<file path="src/rtl/pipe_ctrl.sv">
// pipe_ctrl: pipeline hazard / stall / flush controller.
//
// Tracks outstanding data-SRAM transactions, an optional multi-cycle divider
// and exceptions / ERET in the M stage. It produces the per-stage stall and
// flush controls and the PC redirect request.
//
// Ports:
//   clk, rst_n                 clock (rising edge), async active-low reset
//   lu_hazard                  load-use hazard detected in D
//   mdu_start                  divide issued from E
//   mem_req                    M-stage load/store requests data SRAM
//   mem_addr_ok, mem_data_ok   SRAM address accepted / data returned
//   exc_M[6:0], eret_M         M-stage exception vector / ERET
//   stall_F/D/E/M              hold PC / FD / DE / EM registers
//   flush_D/E/M                clear FD / DE / EM registers
//   redirect, redirect_eret    load PC from exception vector / from EPC
//   mdu_busy                   divider occupied
//   state_dbg[2:0]             current state encoding
//
// Configuration: define DIV_STALL_EN to build the divider-occupancy state
// and its counter. Without it, mdu_start is ignored and mdu_busy is 0.
// Parameter DIV_LAT (2..64) sets the divider occupancy in cycles.

module pipe_ctrl #(
  parameter int DIV_LAT = 32
) (
  input  logic       clk,
  input  logic       rst_n,
  input  logic       lu_hazard,
  input  logic       mdu_start,
  input  logic       mem_req,
  input  logic       mem_addr_ok,
  input  logic       mem_data_ok,
  input  logic [6:0] exc_M,
  input  logic       eret_M,
  output logic       stall_F,
  output logic       stall_D,
  output logic       stall_E,
  output logic       stall_M,
  output logic       flush_D,
  output logic       flush_E,
  output logic       flush_M,
  output logic       redirect,
  output logic       redirect_eret,
  output logic       mdu_busy,
  output logic [2:0] state_dbg
);

  typedef enum logic [2:0] {
    RUN   = 3'd0,
    MADDR = 3'd1,
    MDATA = 3'd2,
    MDU   = 3'd3,
    EXC   = 3'd4
  } state_e;

  state_e state_q, state_d;
  logic   eret_q, eret_d;
  logic   exc_s;

`ifdef DIV_STALL_EN
  localparam int CW = $clog2(DIV_LAT);
  logic [CW-1:0] cnt_q, cnt_d;
`else
  logic unused_mdu_start;
  assign unused_mdu_start = mdu_start;
`endif

  assign exc_s     = (|exc_M) | eret_M;
  assign state_dbg = state_q;

  // Next-state, counter and combinational stall/flush/redirect decode.
  always_comb begin
    state_d       = state_q;
    eret_d        = eret_q;
    stall_F       = 1'b0;
    stall_D       = 1'b0;
    stall_E       = 1'b0;
    stall_M       = 1'b0;
    flush_D       = 1'b0;
    flush_E       = 1'b0;
    flush_M       = 1'b0;
    redirect      = 1'b0;
    redirect_eret = 1'b0;
    mdu_busy      = 1'b0;
`ifdef DIV_STALL_EN
    cnt_d         = cnt_q;
`endif
    case (state_q)
      RUN: begin
        if (exc_s) begin
          // Freeze for one cycle so the faulting instruction stays in M.
          {stall_F, stall_D, stall_E, stall_M} = 4'b1111;
          eret_d  = eret_M;
          state_d = EXC;
        end else if (mem_req) begin
          if (mem_addr_ok && mem_data_ok) begin
            state_d = RUN;
          end else if (mem_addr_ok) begin
            {stall_F, stall_D, stall_E, stall_M} = 4'b1111;
            state_d = MDATA;
          end else begin
            {stall_F, stall_D, stall_E, stall_M} = 4'b1111;
            state_d = MADDR;
          end
`ifdef DIV_STALL_EN
        end else if (mdu_start) begin
          // Divide stays in E; a bubble is inserted into M.
          {stall_F, stall_D, stall_E} = 3'b111;
          flush_M = 1'b1;
          cnt_d   = CW'(DIV_LAT - 1);
          state_d = MDU;
`endif
        end else if (lu_hazard) begin
          stall_F = 1'b1;
          stall_D = 1'b1;
          flush_E = 1'b1;
        end else begin
          state_d = RUN;
        end
      end
      MADDR: begin
        if (mem_addr_ok && mem_data_ok) begin
          state_d = RUN;
        end else if (mem_addr_ok) begin
          {stall_F, stall_D, stall_E, stall_M} = 4'b1111;
          state_d = MDATA;
        end else begin
          {stall_F, stall_D, stall_E, stall_M} = 4'b1111;
        end
      end
      MDATA: begin
        if (mem_data_ok) begin
          state_d = RUN;
        end else begin
          {stall_F, stall_D, stall_E, stall_M} = 4'b1111;
        end
      end
`ifdef DIV_STALL_EN
      MDU: begin
        mdu_busy = 1'b1;
        if (exc_s) begin
          // Exception in M aborts the divide.
          {stall_F, stall_D, stall_E, stall_M} = 4'b1111;
          cnt_d   = '0;
          eret_d  = eret_M;
          state_d = EXC;
        end else if (cnt_q != '0) begin
          {stall_F, stall_D, stall_E} = 3'b111;
          flush_M = 1'b1;
          cnt_d   = cnt_q - 1'b1;
        end else begin
          state_d = RUN;
        end
      end
`endif
      EXC: begin
        {flush_D, flush_E, flush_M} = 3'b111;
        redirect      = 1'b1;
        redirect_eret = eret_q;
        state_d       = RUN;
      end
      default: begin
        state_d = RUN;
      end
    endcase
  end

  // State, latched-ERET and divider counter registers.
  always_ff @(posedge clk or negedge rst_n) begin
    if (!rst_n) begin
      state_q <= RUN;
      eret_q  <= 1'b0;
`ifdef DIV_STALL_EN
      cnt_q   <= '0;
`endif
    end else begin
      state_q <= state_d;
      eret_q  <= eret_d;
`ifdef DIV_STALL_EN
      cnt_q   <= cnt_d;
`endif
    end
  end

endmodule

</file>
<file path="config.mk">
export PLATFORM = sky130hd
export DESIGN_NAME = pipe_ctrl
export DESIGN_NICKNAME = d
export VERILOG_FILES = /design/src/rtl/pipe_ctrl.sv
export SDC_FILE = /design/constraint.sdc
export NUM_CORES = 1
export LEC_CHECK = 0
export BUFFER_PORTS_ARGS = -buffer_cell sky130_fd_sc_hd__buf_4
export CORE_AREA = 4 4 41 43
export CTS_CLUSTER_SIZE = 8
export DETAILED_ROUTE_END_ITERATION = 12
export DIE_AREA = 0 0 45 47
export MAX_ROUTING_LAYER = met4
export PLACE_DENSITY = 0.63
export SYNTH_ARGS = -nofsm -noshare
export SYNTH_HDL_FRONTEND = slang
export SYNTH_SLANG_ARGS = --single-unit
</file>
<file path="constraint.sdc">
create_clock -name clk -period 1.29 [get_ports clk]
set_input_delay 0.129 -clock clk [delete_from_list [all_inputs] [get_ports clk]]
set_output_delay 0.129 -clock clk [all_outputs]
set_load 0.005 [all_outputs]
</file>
==> results by group <==
Floorplanning
  • CORE AREA: 1301 µm²
  • Initial Util: 0.2760
  • Die height: 47 µm
  • Die width: 45 µm
  • Full die area: 2115 µm²
  • IO Pins: 28
  • Row cnt: 13

Clock tree
  • Clock Pin Slew Worst Setup and Hold Paths: 0.04 ns
  • Max clock buf depth: 2
  • CTS Buf Count: 3
  • Clk sinks: 4
  • Root Driver: clkbuf_4
  • CTS tree: done
  • H-tree levels: 1
  • Clk Latency, worst-skew pair: 0.24 ns

Cells and area
  • Layout cells sized above 1: 0.7941
  • Area growth syn-to-layout: 97.56%
  • Ant diodes: 0
  • Nets: 84
  • Fill cells: 127
  • Design Area, Final: 709.4 µm²

Global routing
  • Largest net degree at the start of global routing: 8
  • Total GRT Usage: 0.1218
  • Initial antenna violation count: 0
  • Number of global-route vias before repair: 430
  • Global route total overflow: 0
  • First-pass GRT wire length: 1.780 mm

Outcome
  • Status: finished, violations left
  • Failing checks: setup timing

Route
  • DRC viols: 0
  • Initial DRC count: 6
  • Via/cell ratio: 4.831
  • Total Wirelength: 1.069 mm
  • Drt wl/cell: 12.88 µm
  • Final ANT Viol Nets: 0
  • Via count: 401
  • Pre-Repair DR Iteration Count: 2

Power
  • Worst vdd rail ir drop: 0.3735 mV
  • Total chip power: 0.0004624 W
  • Pleak: 0.3271 nW
  • PwrDens: 651.7 nW/µm²

Logic synthesis
  • Post-synthesis sequential area ratio: 0.2787
  • Post-synth top area cell: dfrtp_1
  • Syn nets: 47
  • Synth Register Bits: 4
  • Netlist cell types: 21
  • Mapped Area: 359.1 µm²
  • Yosys top cell area share: 0.2787
  • Syn_area_per_cell: 11.22 µm²
  • Area contributors post-synth: dfrtp_1 (28%), nor4_4 (12%), buf_4 (10%)
  • Synthesis Warnings: 0
  • Cells after synthesis: 32

Setup path
  • Top Family by Delay on Critical Path: simple AND/OR/NAND/NOR gates
  • Worst Setup End Kind: output pin
  • R2r setup slk: -0.09 ns
  • Critical path capture point: flush_E
  • WP buf/inv: 1
  • R2R depth: 3
  • Reg2Reg Launch Point: state_dbg[2]
  • Worst-path cell chain: nor4_4 -> nand4_1 -> nand2b_1 -> buf_4
  • Worst EP required: 1.16 ns
  • Slowest stage delay, CP: 0.44 ns
  • Worst path slowest cell: dfrtp_2
  • Worst Path Class, Setup: flop to output pin
  • RR Endpoint: eret_q
  • Critical path launch point type: flop
  • Critical Path Start: state_dbg[2]
  • Maximum fanout along the worst path: 3
  • WP depth: 4
  • CP arrival: 1.37 ns

Placed design
  • GP Congestion: 0.7292
  • Area post-placement: 570.5 µm²
  • Port Buffers: 25

Hold path
  • Hold Path Class: primary input to flop

Timing
  • # setup viols final: 11
  • RSZ-0062 raised after global routing: true
  • Count of final hold-check violations: 0
  • Clock skew: 0.006075 ns
  • Fmax: 667.4 MHz
  • Max-slew violation count: 0
  • Hold Slack: 0.07742 ns
  • Setup ws final: -0.2084 ns
  • Fin crit period: 1.498 ns
  • Tcrit/Tclk final: 1.162

Flow run
  • Max_cap viols: 0
worst min-delay path by stage:
stage / startpoint / end / slack (ns) / cells after the start
after floorplan: rst_n / eret_q / -0.17 / 0
after global placement: rst_n / eret_q / -0.07 / 1
after detailed placement: rst_n / eret_q / -0.07 / 1
after CTS: mem_addr_ok / state_dbg[0] / 0.07 / 2
after global routing: mem_addr_ok / state_dbg[0] / 0.07 / 2
final: mem_addr_ok / state_dbg[0] / 0.08 / 2
cell type report:
| cell class | instances | area, µm² | area share |
|---|---|---|---|
| clock buffers | 4 | 26.28 | 0.03704 |
| multi-input cells | 22 | 250.2 | 0.3527 |
| flip-flops and latches | 4 | 103.9 | 0.1464 |
| well taps | 15 | 18.77 | 0.02646 |
| repair buffers | 38 | 310.3 | 0.4374 |
layout by cell type, fill, tap and decap left out, types with 2 or more instances in the layout:
master and count:
nor4_4 3, clkbuf_4 3, a31o_1 2, buf_6 6, buf_4 31, dfrtp_2 3
nor4b_1 2, nand2b_1 2
logic make-up (layout without fill, tap and decap cells):
| family | count (synthesis) | after routing | share of synthesized area |
|---|---|---|---|
| AO/OA/AOI/OAI | 6 | 6 | 0.1777 |
| AND/OR/NAND/NOR | 14 | 14 | 0.3554 |
| flip-flops | 4 | 4 | 0.2788 |
| buffers and inverters | 6 | 42 | 0.1359 |
| multiplexers | 1 | 1 | 0.04180 |
| other | 1 | 1 | 0.01044 |
routing by layer:
layer,track usage,share of wire,up-vias
met3,0.04598,0.14,0
met5,-,0,-
met4,0.07018,0,0
met1,0.1167,0.35,187
li1,-,-,190
met2,0.2090,0.51,24
synth_stat cells:
| master | instances |
|---|---|
| nand2b_1 | 2 |
| nor4b_1 | 2 |
| buf_6 | 1 |
| a2111oi_4 | 1 |
| nand3b_1 | 1 |
| nand4_1 | 1 |
| a31o_1 | 2 |
| mux2_4 | 1 |
| nand2_1 | 1 |
| a21oi_1 | 1 |
| dfrtp_1 | 4 |
| o311ai_0 | 1 |
| o21ai_0 | 1 |
| and2_1 | 1 |
| nor4_1 | 1 |
| nor4_4 | 2 |
| and3_1 | 1 |
| nor4b_2 | 1 |
| conb_1 | 1 |
| nor2_1 | 1 |
| buf_4 | 5 |
report_power, final:
group          leakage [nW]  internal (W)  total (W)  switching [W]
Clock                0.0150      0.000116   0.000172      0.0000558
Combinational         0.263     0.0000946   0.000150      0.0000558
Sequential           0.0487      0.000133   0.000140     0.00000670
Total                 0.327      0.000344   0.000462       0.000118
per-stage QoR:
stage | utilization | cells | setup TNS [ns] | setup slack, ns
global placement | 0.4385 | 73 | -0.01413 | -0.01049
finish | 0.5452 | 83 | -1.439 | -0.2084
CTS | 0.5385 | 83 | -1.357 | -0.1919
floorplan | - | 32 | 0 | 0.003837
global route | 0.5452 | 83 | -2.157 | -0.2845
detailed placement | 0.4385 | 73 | -0.02336 | -0.01261
sequential cells by signal, indices dropped and copies added (netlist names):
name / count
eret_q: 1
state_dbg: 3
what timing repair did:
action | in CTS | in global routing
gates resized for setup | 16 | 1
pin swaps | 6 | 4
setup endpoints to repair | 11 | 11
setup buffers | 5 | 0
hold buffers | 1 | 0
hold endpoints to repair | 4 | 0
No activity file was read; power rests on OpenSTA's default activity.
